$ cat config.mk
export PLATFORM = sky130hd
export DESIGN_NAME = pipe_ctrl
export DESIGN_NICKNAME = d
export VERILOG_FILES = /design/src/rtl/pipe_ctrl_pkg.sv /design/src/rtl/pipe_ctrl_stall_counter.sv /design/src/rtl/pipe_ctrl.sv
export SDC_FILE = /design/constraint.sdc
export NUM_CORES = 1
export LEC_CHECK = 0
export ABC_AREA = 0
export BUFFER_PORTS_ARGS = -buffer_cell sky130_fd_sc_hd__buf_2
export CAP_MARGIN = 15
export CORE_ASPECT_RATIO = 0.9
export CORE_MARGIN = 1.5
export CORE_UTILIZATION = 47
export CTS_BUF_LIST = sky130_fd_sc_hd__clkbuf_8
export DETAILED_ROUTE_END_ITERATION = 10
export PLACE_DENSITY_LB_ADDON = 0.08
export SYNTH_ARGS = -nofsm -noshare
export SYNTH_HDL_FRONTEND = slang
export SYNTH_HIERARCHICAL = 1
export SYNTH_SLANG_ARGS = --single-unit
$ cat constraint.sdc
create_clock -name clk -period 2.3 [get_ports clk]
set_clock_uncertainty 0.15 [all_clocks]
set_input_delay 0.345 -clock clk [delete_from_list [all_inputs] [get_ports clk]]
set_output_delay 0.345 -clock clk [all_outputs]
set_load 0.1 [all_outputs]
$ cat src/rtl/pipe_ctrl_pkg.sv
// Shared pipeline-control definitions: FSM states, stall vector constants, stage bit indices.
package pipe_ctrl_pkg;

  localparam int unsigned NUM_STAGES = 5;

  typedef enum logic [1:0] {
    PC_RUN   = 2'd0,
    PC_WAIT  = 2'd1,
    PC_FLUSH = 2'd2
  } pc_state_e;

  localparam int unsigned STG_IF  = 0;
  localparam int unsigned STG_ID  = 1;
  localparam int unsigned STG_EX  = 2;
  localparam int unsigned STG_MEM = 3;
  localparam int unsigned STG_WB  = 4;

  // Each constant holds the requesting stage and everything upstream of it.
  localparam logic [NUM_STAGES-1:0] STALL_NONE = 5'b00000;
  localparam logic [NUM_STAGES-1:0] STALL_IF   = 5'b00001;
  localparam logic [NUM_STAGES-1:0] STALL_ID   = 5'b00011;
  localparam logic [NUM_STAGES-1:0] STALL_EX   = 5'b00111;
  localparam logic [NUM_STAGES-1:0] STALL_MEM  = 5'b01111;
  localparam logic [NUM_STAGES-1:0] STALL_ALL  = 5'b11111;

endpackage

$ cat src/rtl/pipe_ctrl_stall_counter.sv
// Wrapping up-counter with synchronous clear (priority over enable).
module stall_counter #(
  parameter int unsigned CNT_W = 32
) (
  input  logic             clk,
  input  logic             resetn,
  input  logic             clr,
  input  logic             en,
  output logic [CNT_W-1:0] cnt
);

  always_ff @(posedge clk or negedge resetn) begin
    if (!resetn) begin
      cnt <= '0;
    end else if (clr) begin
      cnt <= '0;
    end else if (en) begin
      cnt <= cnt + CNT_W'(1);
    end
  end

endmodule

$ cat src/rtl/pipe_ctrl.sv
// Pipeline stall/flush control for the 5-stage core, with exception drain
// sequencing and a stall-cycle performance counter.
module pipe_ctrl
  import pipe_ctrl_pkg::*;
#(
  parameter int unsigned CNT_W  = 32,
  parameter int unsigned ADDR_W = 32
) (
  input  logic              clk,
  input  logic              resetn,
  input  logic              req_if,
  input  logic              req_id,
  input  logic              req_ex,
  input  logic              req_mem,
  input  logic              excp_req,
  input  logic [ADDR_W-1:0] excp_target,
  input  logic              ibus_busy,
  input  logic              dbus_busy,
  input  logic              cnt_clr,
  output logic [4:0]        stall,
  output logic              flush,
  output logic [ADDR_W-1:0] flush_pc,
  output logic [CNT_W-1:0]  stall_cnt
);

  pc_state_e             state_q;
  pc_state_e             state_d;
  logic [ADDR_W-1:0]     target_q;
  logic                  target_ld;
  logic [NUM_STAGES-1:0] stall_vec;
  logic                  bus_idle;

  assign bus_idle = !ibus_busy && !dbus_busy;

  // State and latched redirect target.
  always_ff @(posedge clk or negedge resetn) begin
    if (!resetn) begin
      state_q  <= PC_RUN;
      target_q <= '0;
    end else begin
      state_q <= state_d;
      if (target_ld) begin
        target_q <= excp_target;
      end
    end
  end

  // Next state and stall vector; the first exception wins until the flush issues.
  always_comb begin
    state_d   = state_q;
    stall_vec = STALL_NONE;
    target_ld = 1'b0;
    unique case (state_q)
      PC_RUN: begin
        if (excp_req) begin
          stall_vec = STALL_ALL;
          target_ld = 1'b1;
          state_d   = bus_idle ? PC_FLUSH : PC_WAIT;
        end else if (req_mem) begin
          stall_vec = STALL_MEM;
        end else if (req_ex) begin
          stall_vec = STALL_EX;
        end else if (req_id) begin
          stall_vec = STALL_ID;
        end else if (req_if) begin
          stall_vec = STALL_IF;
        end
      end
      PC_WAIT: begin
        stall_vec = STALL_ALL;
        if (bus_idle) begin
          state_d = PC_FLUSH;
        end
      end
      PC_FLUSH: begin
        state_d = PC_RUN;
      end
      default: begin
        state_d = PC_RUN;
      end
    endcase
  end

  // Reset forces a clean all-zero stall vector even if requests are active.
  assign stall    = resetn ? stall_vec : STALL_NONE;
  assign flush    = (state_q == PC_FLUSH);
  assign flush_pc = flush ? target_q : '0;

  stall_counter #(
    .CNT_W(CNT_W)
  ) u_stall_counter (
    .clk    (clk),
    .resetn (resetn),
    .clr    (cnt_clr),
    .en     (stall[STG_IF]),
    .cnt    (stall_cnt)
  );

endmodule

### Yosys cells after proc, flatten, opt, wreduce, memory -nomap -nowiden

Index checks and enable logic that the tools add are counted.

* bits in registers: 66
* latch bits: 0
* memory bits (writable): 0
* ROM bits: 0
* input bits: 42
* output and inout bits: 70
* word-level logic and storage cells: 30
* memories kept: 0

* $add $sub $neg: 1
* $mul: 0
* divide/modulo/power cells: 0
* magnitude comparators: 0
* equality and inequality tests: 4
* shift operators: 0
* mux-type cells: 16
* bitwise logic cells: 0
* reduce and logical (&&, ||, !) cells: 6

Operator list (count)
* $mux 32: 3
* $add 32x1->32 const B: 1
* $mux 5: 2
* $pmux 5 s2: 1
* $mux 2: 4
* $mux 4: 1
* $ne 2x2->1 const B: 2
* $pmux 2 s2: 1
* $mux 1: 3
* $mux 3: 1
* $eq 2x1->1 const B: 1
* $eq 2x2->1 const B: 1
* $logic_not 1->1: 2
* $logic_not 2->1: 1
* $reduce_and 2->1: 1
* $reduce_bool 2->1: 1
* $logic_and 1x1->1: 1

### Logic depth before layout (Yosys ltp)

Gate-level depths: netlist (run 1).

* word-level depth: 9
* gate-level depth with buffers: 9
* mapped depth without buffers: 6

### Hierarchy

Netlist (run 1), hierarchy kept.

By module, submodules not included
* stall_counter: instances 1, cells an instance 176, area an instance 1680.4 µm², seq. area each 800.8 µm²
* pipe_ctrl: instances 1, cells an instance 120, area an instance 1549.0 µm², seq. area each 850.8 µm²

### Worst setup path before layout (run 1)

OpenSTA, ideal clock, no wires.

* path kind: register -> register
* start: register state_q[1]
* end: register u_stall_counter.cnt[27]
* setup time: 0.078 ns
* arrival: 3.849 ns
* data required time: 2.072 ns
* setup slack: -1.777 ns
* cell stages (with the launch flop): 9
* clock period less this slack: 4.077 ns
* cells stage by stage: dfrtp_1 nand2b_1 a21oi_1 buf_4 o2111ai_4 or3_1 clkbuf_2 or4_1 a21oi_1

* longest elaborated chain between the ends: 4
* elaborated cells on any way between the ends: 5
* those cells by class: eq/ne: 1; mux: 2; reduce/logical: 2

RTL lines
* start: declaration: line pipe_ctrl.sv:26 `pc_state_e state_q;`
* start signal: assignment: line pipe_ctrl.sv:41 `state_q <= state_d;`
* $eq 2x1->1 or $logic_not 2->1 (tied branches): line pipe_ctrl.sv:53 `unique case (state_q)`
* $pmux 5 s2 (*): line pipe_ctrl.sv:53
* $mux 5 (*): line pipe_ctrl.sv:85 `assign stall = resetn ? stall_vec : STALL_NONE;`
* via stall[0]: line pipe_ctrl.sv:20 `output logic [4:0] stall,`
* $reduce_bool 2->1 (no line) (*)
* end signal: assignment: line pipe_ctrl_stall_counter.sv:18 `cnt <= cnt + CNT_W'(1);`
* end: declaration: line pipe_ctrl_stall_counter.sv:9 `output logic [CNT_W-1:0] cnt`

The timed path passes the listed nets; every way through them passes the cells marked *.
A chain may end at the register's enable or synchronous reset.

### Final worst setup path (run 1)

* start: register state_q[1]
* end: register u_stall_counter.cnt[27]

* longest elaborated chain between the ends: 4
* elaborated cells on any way between the ends: 5
* those cells by class: eq/ne: 1; mux: 2; reduce/logical: 2

RTL lines (line)
* $eq 2x1->1 or $logic_not 2->1 (tied branches): pipe_ctrl.sv:53
* $pmux 5 s2 (*): pipe_ctrl.sv:53
* $mux 5 (*): pipe_ctrl.sv:85
* $reduce_bool 2->1 (no line) (*)

Every way passes the cells marked *; elsewhere a longest branch is shown, timed or not.

==> qor.csv, run 1 <==
metric,value,unit
Post-Syn Area,0.00323,mm^2
Mapped Avg Cell Area,10.9,um^2
DRC violation count after routing,0,
wire per inst,15.0,um
met3 usage,0.0667,
Ant. Diodes,0,
P_sw,957,uW
core outline area,0.00662,mm^2
Tcrit/Tclk final,0.970,
crit path cell chain,"nand2b_4, a21oi_4, o2111ai_4, or3_4, buf_4, or4_1, a21oi_2",
slowest CP cell,or4_1,
maximum root-to-sink buffer count,2,
synthesized netlist cell count,296,
CTS tree,done,
"top cells by area, synth","dfrtp_1 (51%), mux2_2 (10%), and2_1 (6.2%)",
CP endpoint kind,flop,
register bit count reported by yosys,66,
Lkg Pwr,0.00217,uW
GR Util met2,0.358,
fin. max-slew vios,0,
final period demand of the worst path,2.23,ns
Skew-Pair Late Insertion Delay,0.34,ns
Die Area,0.00738,mm^2
port bufs,111,
H-tree depth,3,
Yosys warning total,6,
CTS Hold Bufs,0,
first-pass GRT wire length,12700,um
final hold viol count,0,
Final nets,471,
total grt overflow,0,
clock tree root buffer cell,clkbuf_8,
total power,3140,uW
GRT Resource Usage Total,0.218,
clk slew on worst S/H paths,0.07,ns
Comb power frac,0.249,
# IOs,112,
peak fanout along the critical path,12,
PwrDens,643,mW/mm^2
CP startpoint kind,flop,
drt first pass iters,6,
"EDFF count, synth",0,
worst-margin pin slew,0.823,ns
status,finished clean,
final wirelength,7860,um
Max-slew headroom,0.451,
arrival time at the worst endpoint,2.36,ns
pin count of the biggest net entering global routing,67,
clock sink count,66,
synth unique cells,35,
vias in the first global route,2652,
Num CTS Buffers,9,
std cell rows,28,
Final ANT Viol Nets,0,
Internal,2180,uW
initial core utilization,0.488,
top-area cell type share of the netlist area,0.511,
Final GP Congestion,0.780,
Layout area overhead,51.1,%
worst vdd ir,0.374,mV
via count,2814,
layout cells sized above 1,0.476,
sw frac,0.305,
sequential group share of total power,0.433,
clock power share,0.318,
post-synth top area cell,dfrtp_1,
antenna violations before repair,0,
Buffers & Inverters on Critical Path,1,
cell family with most CP delay,simple AND/OR/NAND/NOR gates,
sequential element share of the synthesized area,0.511,
HP Class,in2reg,
crit path kind,reg2reg,
most common cell in the netlist,dfrtp_1,
ys async rst share,1.00,
Via density,5.38,
Min Hold Slack,0.0300,ns
fmax,0.448,GHz
hpwl dp,5590,um
Crit path required time,2.43,ns
"Largest stage delay, worst path",0.49,ns
met1 Use GR,0.284,
final setup fails,0,
Post-Syn Nets,339,
initial DRC count,130,
Max-Cap Viols,0,
height of the die,81.6,um
post-layout util,0.737,
die width,90.4,um
list of most frequent post-synthesis cells,"dfrtp_1 (66), and2_1 (32), mux2_2 (30)",
gr busiest metal,met2,
Synth Flop Type,dfrtp_1,
stage by stage:
step,setup TNS (ns),setup WS [ns],instances,cell area (um^2)
after global placement,0,0.0251,504,4610
after global routing,-0.0248,-0.00975,523,4880
final,0,0.0685,523,4880
after CTS,0,0.00804,520,4820
after detailed placement,-0.138,-0.0292,504,4610
after floorplan,-9.87,-0.558,296,3290
what timing repair did:
action	in CTS	in global routing
pin swaps	0	0
gates resized for setup	1	9
endpoints found under the setup margin	6	39
setup buffers	0	3
state kept, by name, summed over array words and instances (netlist names):
name and count:
target_q 32, state_q 2, u_stall_counter/cnt 32
worst paths after layout:
kind	slack, ns	to	startpoint	cells after the start
setup / recovery	0.07	u_stall_counter/cnt[27]	state_q[1]	7
hold / removal	0.03	state_q[1]	dbus_busy	2
setup reg to reg	0.07	u_stall_counter/cnt[27]	state_q[1]	7
hold reg to reg	0.34	target_q[16]	target_q[16]	1
max in group asynchronous	1.32	u_stall_counter/cnt[12]	resetn	2
min in group asynchronous	0.10	u_stall_counter/cnt[19]	resetn	2
layer usage:
layer	share of wire	wire, um	vias up
met2	0.50	3930	92
met5	0	0	-
met1	0.44	3460	1385
met4	0.0084	66	0
met3	0.051	400	9
li1	-	-	1328
cells in the final DEF (no fill, tap or decap), drive strengths merged, types with 2 or more instances in the layout:
master	Yosys	routed
xnor2	7	7
nor4	6	6
inv	7	8
a21oi	22	22
o21ai	8	8
or4	13	13
o31ai	12	12
clkbuf	9	11
nor3	4	4
nor2	18	18
xor2	4	4
and4	4	4
clkinvlp	0	2
dfrtp	66	66
mux2	32	32
buf	9	139
nand2	13	13
and2	32	32
or3	9	9
nand3	6	6
nand4	6	6
kinds of logic after synthesis:
| family | Yosys count | synth area share |
|---|---|---|
| simple gates | 115 | 0.212 |
| flops | 66 | 0.511 |
| compound gates | 45 | 0.0880 |
| mux | 33 | 0.115 |
| buf+inv | 25 | 0.0399 |
| xor+xnor | 11 | 0.0298 |
| fa+ha+maj | 1 | 0.00387 |
power groups by stage:
stage	logic, uW	clock network [uW]	registers [uW]
2_1_floorplan	475	0	1400
3_3_place_gp	765	0	1370
3_5_place_dp	777	0	1380
4_1_cts	778	1020	1360
5_1_grt	819	1070	1380
6_report	781	997	1360
area by class of cell:
cell class / instances / area (um^2)
fill: 475 / 1740
sequential: 66 / 1650
clock inverter: 5 / 53.8
timing repair buffer: 139 / 1360
multi-input combinational: 205 / 1520
tap: 90 / 113
clock buffer: 11 / 151
inverter: 7 / 26.3
Note: power is estimated with default switching activity, not from simulation.
==> inputs of run 2 (changes only) <==
Settings changed: CORE_UTILIZATION 47 to 45, CTS_BUF_LIST sky130_fd_sc_hd__clkbuf_8 to sky130_fd_sc_hd__clkbuf_4 sky130_fd_sc_hd__clkbuf_8 sky130_fd_sc_hd__clkbuf_16.
Clock period 2.3 ns to 2 ns, I/O delays scaled along.
==> run 2 against run 1 <==
  * The flow now finishes with violations (setup timing)
  * Final cell count up 6.9%
  * Critical path depth is 1 lower
  * Global-route usage rose by 1.6 points
  * Design area rose by 9.6%
  * Via count increased by 4.9%
  * First-iteration DRC count down 35%
  * Die area up 4.3%
  * Clock power is 7% higher
  * Combinational power rose by 25%
  * Power rose by 16%
  * Highest routed layer unchanged
==> qor.csv, run 2 (same netlist as run 1, synthesis figures left out) <==
metric,value,unit
std cell rows,29,
DRC violation count after routing,0,
hpwl dp,5760,um
clock sink count,66,
failing checks,setup timing,
final setup fails,50,
worst-margin pin slew,0.831,ns
port bufs,111,
worst vdd ir,0.387,mV
Buffers & Inverters on Critical Path,0,
final period demand of the worst path,2.28,ns
clock tree root buffer cell,clkbuf_8,
antenna violations before repair,0,
# IOs,112,
fin. max-slew vios,0,
initial DRC count,85,
Final GP Congestion,0.784,
status,finished with violations,
Fill cells,457,
Ant. Diodes,0,
total power,3630,uW
Die Area,0.00769,mm^2
crit path cell chain,"nand2b_4, a21oi_4, o211ai_1, or3_4, or4_1, a21oi_1",
register area,0.00165,mm^2
"most common cell after layout, fill and taps aside",buf_2,
drt first pass iters,4,
Skew-Pair Late Insertion Delay,0.33,ns
Crit path required time,2.09,ns
via count,2952,
vias in the first global route,2817,
slowest CP cell,or4_1,
final hold viol count,0,
final wirelength,9110,um
CP startpoint kind,flop,
layout cells sized above 1,0.579,
Max-Cap Viols,0,
HP Class,in2reg,
Largest regs,"target_q: 32 flops, u_stall_counter/cnt: 32 flops, state_q: 2 flops",
GRT Resource Usage Total,0.234,
Max-slew headroom,0.446,
multi-input logic area,0.00167,mm^2
CP endpoint kind,flop,
Final nets,504,
crit path kind,reg2reg,
arrival time at the worst endpoint,2.38,ns
clk slew on worst S/H paths,0.07,ns
Tcrit/Tclk final,1.14,
RSZ-0062 raised after global routing,true,
core outline area,0.00700,mm^2
Num CTS Buffers,9,
Lkg Pwr,0.00241,uW
PwrDens,678,mW/mm^2
Final ANT Viol Nets,0,
first-pass GRT wire length,14100,um
fin worst setup slack,-0.283,ns
Min Hold Slack,0.0388,ns
Via density,5.28,
total grt overflow,0,
die width,92.3,um
H-tree depth,3,
height of the die,83.4,um
maximum root-to-sink buffer count,2,
fmax,0.438,GHz
CTS tree,done,
most frequent cells in the layout,"buf_2 (73), dfrtp_1 (66), buf_4 (46)",
initial core utilization,0.461,
pin count of the biggest net entering global routing,67,
cell family with most CP delay,simple AND/OR/NAND/NOR gates,
wire per inst,16.3,um
Layout area overhead,65.6,%
peak fanout along the critical path,5,
"Largest stage delay, worst path",0.52,ns
==> run 2: worst reg2reg max path, cell delays in order (launching register included) <==
cell	delay, ns
dfrtp_1	0.40
nand2b_4	0.16
a21oi_4	0.18
o211ai_1	0.19
or3_4	0.40
or4_1	0.53
a21oi_1	0.18
==> run 2: power by group <==
part | switching (uW) | internal (uW)
combinational | 545 | 432
sequential | 88.6 | 1500
clock | 489 | 577
==> run 2: per-layer routing <==
layer	part of all wire	up-vias	track usage
met2	0.51	95	0.380
met4	0.016	0	0.0853
met3	0.045	11	0.0366
met1	0.43	1453	0.319
met5	0	-	0
li1	-	1393	-
==> run 2: what timing repair did <==
action	4_1_cts	5_1_grt
endpoints found under the hold margin	1	0
pin swaps	9	38
resized for setup	33	19
hold buffers	2	0
endpoints found under the setup margin	52	58
cloned	3	3
buffers inserted	3	5
==> run 2: final cells by class <==
type,instances,share of cell area
repair buffers,170,0.317
multi-input cells,207,0.312
flip-flops and latches,66,0.309
clock buffers,14,0.0337
well taps,93,0.0218
inverters,7,0.00491
clock inverters,2,0.00187
==> run 2: through the flow <==
step | util | TNS [ns] | worst slack [ns] | instance area (um^2) | instances
6_report | 0.764 | -7.98 | -0.283 | 5350 | 559
5_1_grt | 0.764 | -11.17 | -0.299 | 5350 | 559
4_1_cts | 0.743 | -7.01 | -0.208 | 5210 | 555
3_5_place_dp | 0.693 | -3.43 | -0.238 | 4850 | 531
3_3_place_gp | 0.693 | -2.44 | -0.174 | 4850 | 531
2_1_floorplan | - | -18.86 | -0.858 | 3330 | 296
==> run 2: final timing paths <==
kind / cells past startpoint / startpoint / slack (ns) / end
max: 6 / state_q[1] / -0.28 / u_stall_counter/cnt[28]
min: 2 / excp_target[15] / 0.04 / target_q[15]
max reg2reg: 6 / state_q[1] / -0.28 / u_stall_counter/cnt[28]
min reg2reg: 1 / target_q[15] / 0.35 / target_q[15]
max in group asynchronous: 2 / resetn / 1.07 / u_stall_counter/cnt[9]
min in group asynchronous: 2 / resetn / 0.08 / target_q[2]
